`src/rtl/cpu_types_pkg.sv`:
```
// Shared CPU-wide types used by the pipeline control blocks.
package cpu_types_pkg;
  localparam int REG_W = 5;
  typedef logic [REG_W-1:0] regbits_t;
endpackage

```
`src/rtl/dp_types_pkg.sv`:
```
// Datapath control types: hazard FSM states and pipeline latch indices.
package dp_types_pkg;
  typedef enum logic [1:0] {RUN, DWAIT, HALTED} hazard_state_t;

  localparam int IF_ID  = 0;
  localparam int ID_EX  = 1;
  localparam int EX_MEM = 2;
  localparam int MEM_WB = 3;
endpackage

```
`src/rtl/raw_detect.sv`:
```
// Single source-operand RAW comparator against the EX and MEM writers.
module raw_detect
  import cpu_types_pkg::*;
#(
  parameter bit FWD_EN = 1'b1
) (
  input  logic     src_used,
  input  regbits_t src,
  input  logic     ex_regWEN,
  input  logic     ex_memREN,
  input  regbits_t ex_rd,
  input  logic     mem_regWEN,
  input  regbits_t mem_rd,
  output logic     raw
);
  logic hit_ex, hit_mem;

  // With forwarding only a load in EX cannot be bypassed in time.
  assign hit_ex  = ex_regWEN && (src == ex_rd) && (FWD_EN ? ex_memREN : 1'b1);
  assign hit_mem = !FWD_EN && mem_regWEN && (src == mem_rd);
  assign raw     = src_used && (src != '0) && (hit_ex || hit_mem);
endmodule

```
`src/rtl/hazard_ctrl.sv`:
```
// Pipeline hazard unit: PC/latch enables and flushes, wait/halt FSM, stall/flush counters.
module hazard_ctrl
  import cpu_types_pkg::*;
  import dp_types_pkg::*;
#(
  parameter int NSRC   = 2,
  parameter bit FWD_EN = 1'b1,
  parameter int CNT_W  = 16
) (
  input  logic                CLK,
  input  logic                nRST,
  input  logic                ihit,
  input  logic                dhit,
  input  logic                dmem_req,
  input  logic                ex_memREN,
  input  logic                ex_regWEN,
  input  logic                mem_regWEN,
  input  regbits_t            ex_rd,
  input  regbits_t            mem_rd,
  input  logic [NSRC*5-1:0]   id_src,
  input  logic [NSRC-1:0]     id_src_used,
  input  logic                mem_mispredict,
  input  logic                wb_halt,
  output logic                pcen,
  output logic [3:0]          stage_en,
  output logic [3:0]          stage_flush,
  output logic                halted,
  output logic [CNT_W-1:0]    stall_cnt,
  output logic [CNT_W-1:0]    flush_cnt
);
  hazard_state_t   state;
  logic [NSRC-1:0] raw;
  logic            data_stall, dwait_now, flush_ev, stall_ev;

  for (genvar i = 0; i < NSRC; i++) begin : g_src
    raw_detect #(.FWD_EN(FWD_EN)) u_raw (
      .src_used  (id_src_used[i]),
      .src       (id_src[5*i +: 5]),
      .ex_regWEN (ex_regWEN),
      .ex_memREN (ex_memREN),
      .ex_rd     (ex_rd),
      .mem_regWEN(mem_regWEN),
      .mem_rd    (mem_rd),
      .raw       (raw[i])
    );
  end

  assign data_stall = |raw;
  assign dwait_now  = dmem_req && !dhit;

  always_comb begin
    pcen        = 1'b0;
    stage_en    = '0;
    stage_flush = '0;
    flush_ev    = 1'b0;
    if (!nRST || state == HALTED || wb_halt || dwait_now) begin
      // full freeze: everything held, nothing flushed
    end else if (mem_mispredict) begin
      pcen                = 1'b1;
      stage_en            = '1;
      stage_flush[IF_ID]  = 1'b1;
      stage_flush[ID_EX]  = 1'b1;
      stage_flush[EX_MEM] = 1'b1;
      flush_ev            = 1'b1;
    end else if (data_stall) begin
      stage_en            = '1;
      stage_en[IF_ID]     = 1'b0;
      stage_flush[ID_EX]  = 1'b1;
    end else if (!ihit) begin
      stage_en            = '1;
      stage_flush[IF_ID]  = 1'b1;
    end else begin
      pcen                = 1'b1;
      stage_en            = '1;
    end
  end

  assign stall_ev = !pcen && (state != HALTED) && !wb_halt;

  always_ff @(posedge CLK or negedge nRST) begin
    if (!nRST) begin
      state     <= RUN;
      halted    <= 1'b0;
      stall_cnt <= '0;
      flush_cnt <= '0;
    end else begin
      case (state)
        RUN:     if (wb_halt) state <= HALTED;
                 else if (dwait_now) state <= DWAIT;
        DWAIT:   if (wb_halt) state <= HALTED;
                 else if (dhit) state <= RUN;
        default: state <= HALTED;
      endcase
      halted <= (state == HALTED) || wb_halt;
      if (stall_ev && stall_cnt != '1) stall_cnt <= stall_cnt + CNT_W'(1);
      if (flush_ev && flush_cnt != '1) flush_cnt <= flush_cnt + CNT_W'(1);
    end
  end

  logic unused_mem_wb;
  assign unused_mem_wb = stage_en[MEM_WB];
endmodule

```
`config.mk`:
```
export PLATFORM = sky130hd
export DESIGN_NAME = hazard_ctrl
export DESIGN_NICKNAME = d
export VERILOG_FILES = /design/src/rtl/cpu_types_pkg.sv /design/src/rtl/dp_types_pkg.sv /design/src/rtl/raw_detect.sv /design/src/rtl/hazard_ctrl.sv
export SDC_FILE = /design/constraint.sdc
export NUM_CORES = 1
export LEC_CHECK = 0
export BUFFER_PORTS_ARGS = -buffer_cell sky130_fd_sc_hd__buf_2
export CORE_MARGIN = 3
export CORE_UTILIZATION = 50
export CTS_BUF_LIST = sky130_fd_sc_hd__clkbuf_4
export CTS_CLUSTER_SIZE = 30
export DETAILED_ROUTE_END_ITERATION = 6
export PLACE_DENSITY = 0.81
export SETUP_SLACK_MARGIN = 0.15
export SYNTH_ARGS = -nofsm -noshare
export SYNTH_HDL_FRONTEND = slang
export SYNTH_SLANG_ARGS = --single-unit
export TNS_END_PERCENT = 20
```
`constraint.sdc`:
```
create_clock -name CLK -period 2.2 [get_ports CLK]
set_clock_uncertainty 0.05 [all_clocks]
set_input_delay 0.22 -clock CLK [delete_from_list [all_inputs] [get_ports CLK]]
set_output_delay 0.22 -clock CLK [all_outputs]
set_load 0.1 [all_outputs]
```
* Yosys cells after proc, flatten, opt, wreduce, memory -nomap -nowiden
Index checks and enable logic that the tools add are counted.
** Cells by class
- Shift-type cells :: 0
- Reductions and logical operators :: 26
- Bitwise gates (word level) :: 0
- Multiply operators :: 0
- Mux-type cells :: 19
- Divide/modulo/power cells :: 0
- Add/sub/neg operators :: 2
- $lt $le $gt $ge :: 0
- Eq/ne operators :: 9
** Operators by type and width (number)
- $add 16x1->16 const B :: 2
- $ne 16x16->1 const B :: 2
- $logic_and 1x1->1 :: 13
- $mux 1 :: 11
- $eq 5x5->1 :: 2
- $mux 2 :: 5
- $reduce_bool 5->1 :: 2
- $ne 3x3->1 const B :: 2
- $logic_not 1->1 :: 4
- $logic_or 1x1->1 :: 4
- $mux 4 :: 1
- $pmux 2 s2 :: 1
- $mux 3 :: 1
- $eq 2x1->1 const B :: 1
- $eq 2x2->1 const B :: 1
- $logic_not 2->1 :: 1
- $ne 2x2->1 const B :: 1
- $reduce_and 2->1 :: 1
- $reduce_or 2->1 :: 1
** Word-level totals
- ROM bits :: 0
- Word-level logic and storage cells :: 60
- Bits in latches :: 0
- Memories kept :: 0
- Register bits after elaboration :: 35
- Input bits :: 32
- Output and inout bits :: 42
- RAM bits :: 0

* Depth between registers and ports, before layout
- Word-level depth :: 12
- Depth in mapped cells :: 8

* By module
Synthesis repeated with hierarchy kept, for this count alone.
** Unflattened totals
- Cell total of the unflattened synthesis :: 192
- Area, all modules :: 1934.4 sq um
** Modules (own cells, without submodules)
- hazard_ctrl :: cells each 168, area each 1764.2 sq um, instances 1
- raw_detect :: cells each 12, area each 85.1 sq um, instances 2

* Least setup slack after synthesis
Ideal clock, no wire load.
- Path type :: flip-flop to output port
- From :: reg state[0]
- To :: out stage_flush[0]
- Arrival :: 4.091 ns
- Data required time :: 1.930 ns
- Slack :: -2.161 ns
- Cell stages (with the launch flop) :: 4
- Cells stage by stage :: dfrtp_1 -> inv_2 -> a2111oi_4 -> a21boi_0
** On the way
- Cells in the longest elaborated chain, start to end :: 5
** Ends and longest elaborated chain
- start, declared :: RTL line hazard_ctrl.sv:31 : hazard_state_t state;
- start signal, assigned :: RTL line hazard_ctrl.sv:82 : state <= RUN;
- start signal, assigned :: RTL line hazard_ctrl.sv:88 : RUN: if (wb_halt) state <= HALTED;
- start signal, assigned :: RTL line hazard_ctrl.sv:89 : else if (dwait_now) state <= DWAIT;
- $eq 2x2->1 :: RTL line hazard_ctrl.sv:56 : if (!nRST || state == HALTED || wb_halt || dwait_now) begin
- $logic_or 1x1->1 (3 in series) :: RTL line hazard_ctrl.sv:56
- $mux 3 :: RTL line hazard_ctrl.sv:56
- end, declared :: RTL line hazard_ctrl.sv:26 : output logic [3:0] stage_flush,
Every way passes these cells.

* Worst setup path in the final report
- From :: in id_src[3]
- To :: out pcen
** On the way
- Cells in the longest elaborated chain, start to end :: 8
** Ends and longest elaborated chain
- start, declared :: RTL line hazard_ctrl.sv:20 : input logic [NSRC*5-1:0] id_src,
- $eq 5x5->1 :: RTL line raw_detect.sv:19 : assign hit_ex = ex_regWEN && (src == ex_rd) && (FWD_EN ? ex_memREN : 1'b1);
- $logic_and 1x1->1 (2 in series) :: RTL line raw_detect.sv:19
- $logic_and 1x1->1 * :: RTL line raw_detect.sv:21 : assign raw = src_used && (src != '0) && (hit_ex || hit_mem);
- $reduce_or 2->1 * :: RTL line hazard_ctrl.sv:48 : assign data_stall = |raw;
- $mux 1 * :: RTL line hazard_ctrl.sv:65 : end else if (data_stall) begin
- $mux 1 * :: RTL line hazard_ctrl.sv:58 : end else if (mem_mispredict) begin
- $mux 1 * :: RTL line hazard_ctrl.sv:56
- end, declared :: RTL line hazard_ctrl.sv:24 : output logic pcen,
Mark *: on every way between the ends. The rest lies on a longest branch, timed or not.

==> impl_metrics.py <==
metrics = {
    "place": {
        "post-dp-hpwl_um": 3400,
        "dp.cells": 312,
        "gp_congestion": 0.753,
        "portBuffers": 66,
    },
    "yosys": {
        "syn_inst": 194,
        "yosysSeqAreaShare": 0.441,
        "synth_cell_types": 40,
        "synth_top_cell_by_area": "dfrtp_1",
        "synth-edff-count": 0,
        "synthArstFlopShare": 1.00,
        "yosys.area.top_type_share": 0.441,
        "synth_commonest_cells": "dfrtp_1, xor2_1, nand2_1, xnor2_1, nand3_1",
        "synth.most_common_cell": "dfrtp_1",
        "ys_top_cells_by_area": "dfrtp_1, xor2_1, xnor2_1",
        "ys_ff_latch": 35,
        "ys_warn_count": 0,
        "synth_flop_cell": "dfrtp_1",
        "synth_area_sq_mm": 0.00199,
        "syn-num-nets": 228,
        "syn_area_per_cell_sq_um": 10.2,
    },
    "min_path": {
        "min_path_type": "in2reg",
    },
    "global_route": {
        "grt_pass1_wl_um": 7600,
        "antenna_found_initial": 0,
        "grt_max_degree": 36,
        "overflow": 0,
        "grt_use_total": 0.193,
        "first_global_vias": 1687,
    },
    "floorplanning": {
        "row_count": 22,
        "die-area_sq_mm": 0.00477,
        "start_util": 0.531,
        "core_area_sq_mm": 0.00374,
        "dieHeight_um": 69.1,
        "die_w_um": 69.1,
        "io_pins": 74,
    },
    "route": {
        "routed_via_density": 5.26,
        "post_drt_wl_per_cell_um": 14.5,
        "drt_first_iter_violations": 108,
        "dr.pass1.iters": 4,
        "drc": 0,
        "wl_um": 4930,
        "ant_nets": 0,
        "via_count": 1790,
    },
    "sta": {
        "finalHoldViolations": 0,
        "setup_viol_count_final": 0,
        "post-route-min-period_ns": 2.05,
        "max_freq_ghz": 0.489,
        "rsz0062_at_grt": "true",
        "finalMaxSlewViolations": 0,
        "post-route-period-util": 0.930,
    },
    "clocking": {
        "cts_tree": "yes",
        "cts_sinks": 35,
        "clock_path_buffers": 2,
        "root_buffer": "clkbuf_4",
        "path_clk_slew_ns": 0.11,
        "insertion_delay_ns": 0.34,
        "cts_made_buffers": 5,
        "htreeDepth": 2,
    },
    "power": {
        "finalPower_mw": 1.41,
        "power_per_cell_area_mw_per_mm2": 501,
        "p_leak_nw": 1.33,
        "ir_drop_mv": 0.545,
    },
    "cells_and_area": {
        "diodes": 0,
        "layout.area.seq_sq_um": 877,
        "area_delta_synth_final_pct": 41.9,
        "multiInputGateArea_sq_mm": 0.00111,
        "fillers": 279,
        "layout.cells.non_filler": 340,
        "drive_above_1_share": 0.473,
        "nets": 325,
    },
    "critical_path": {
        "cp_max_fo": 3,
        "endpoint_kind": "output port",
        "cp.arrival_ns": 1.78,
        "worst_ep_required_time_ns": 1.93,
        "crit_type": "in2out",
        "crit_path_start_kind": "input port",
    },
    "job": {
        "cap_violations": 0,
    },
    "run_status": {
        "status": "finished, final reports clean",
    },
}
## power by group
part / internal (mW) / switching [mW] / leakage, nW
sequential: 0.668 / 0.0237 / 0.436
clock: 0.131 / 0.219 / 0.0307
combinational: 0.0914 / 0.280 / 0.864
total: 0.890 / 0.523 / 1.33
## final cells by class
type	count	share of cell area
sequential	35	0.311
tap	48	0.0213
inverter	8	0.0106
clock buffer	6	0.0160
timing repair buffer	97	0.245
multi-input combinational	144	0.393
clock inverter	2	0.00266
## final timing paths
path / from / to / slack (ns) / cells after the start
min in group asynchronous: nRST / flush_cnt[0] / 0.42 / 3
setup reg to reg: stall_cnt[4] / stall_cnt[3] / 0.20 / 8
hold / removal: wb_halt / halted / 0.09 / 3
max in group asynchronous: nRST / stall_cnt[7] / 1.35 / 3
setup / recovery: id_src[3] / pcen / 0.15 / 9
hold reg to reg: stall_cnt[12] / stall_cnt[12] / 0.46 / 1
## flip-flops by register name, indices dropped and copies added, names as in the netlist
signal     flops
halted         1
state          2
stall_cnt     16
flush_cnt     16
## per-stage QoR
step | utilization | cell area (sq um) | setup TNS [ns] | hold WS (ns) | setup slack [ns]
floorplan | - | 2000 | -25.62 | -0.126 | -2.16
global placement | 0.675 | 2530 | 0 | 0.262 | 0.0329
detailed placement | 0.675 | 2530 | -0.0242 | 0.264 | -0.0242
CTS | 0.706 | 2640 | 0 | 0.0909 | 0.129
global route | 0.754 | 2820 | 0 | 0.0907 | 0.0763
finish | 0.754 | 2820 | 0 | 0.0906 | 0.154
## routing by layer
layer | GRT usage | vias up | routed length, um | share of wire
met1 | 0.230 | 879 | 1990 | 0.40
met2 | 0.341 | 46 | 2650 | 0.54
li1 | - | 857 | - | -
met4 | 0.0542 | 0 | 59 | 0.012
met5 | 0 | - | 0 | 0
met3 | 0.0466 | 8 | 234 | 0.047
## kinds of logic after synthesis
| group | share of synthesized area |
|---|---|
| muxes | 0.00566 |
| other | 0.00189 |
| buffers and inverters | 0.0453 |
| adders and majority gates | 0.0126 |
| and+or+nand+nor | 0.261 |
| AOI/OAI and AO/OA | 0.0705 |
| DFF | 0.441 |
| xor gates and xnor gates | 0.163 |
## timing repair
item,4_1_cts,5_1_grt
setup endpoints to repair,6,15
pin swaps,1,5
cloned,0,0
endpoints found under the hold margin,36,0
buffers inserted,2,16
hold buffers,2,0
resized for setup,9,12
## cells in the final DEF, fill, tap and decap left out, types with 3 or more instances in the layout
cell	count
clkbuf_4	7
xnor2_1	15
nor3_2	9
buf_2	58
nand3_1	14
nand2_1	15
nand4_1	7
dfrtp_1	34
o21a_1	3
inv_1	7
buf_12	8
and3_1	3
nor3_1	6
nor2_1	10
xor2_1	22
buf_4	27
## worst max-delay path, stage by stage
cell     delay, ns
buf_2         0.11
or4_4         0.55
a21oi_4       0.16
nor3_4        0.05
a21oi_2       0.14
buf_4         0.15
a21oi_2       0.06
nor2b_2       0.15
buf_12        0.19
No activity file was read; power rests on OpenSTA's default activity.
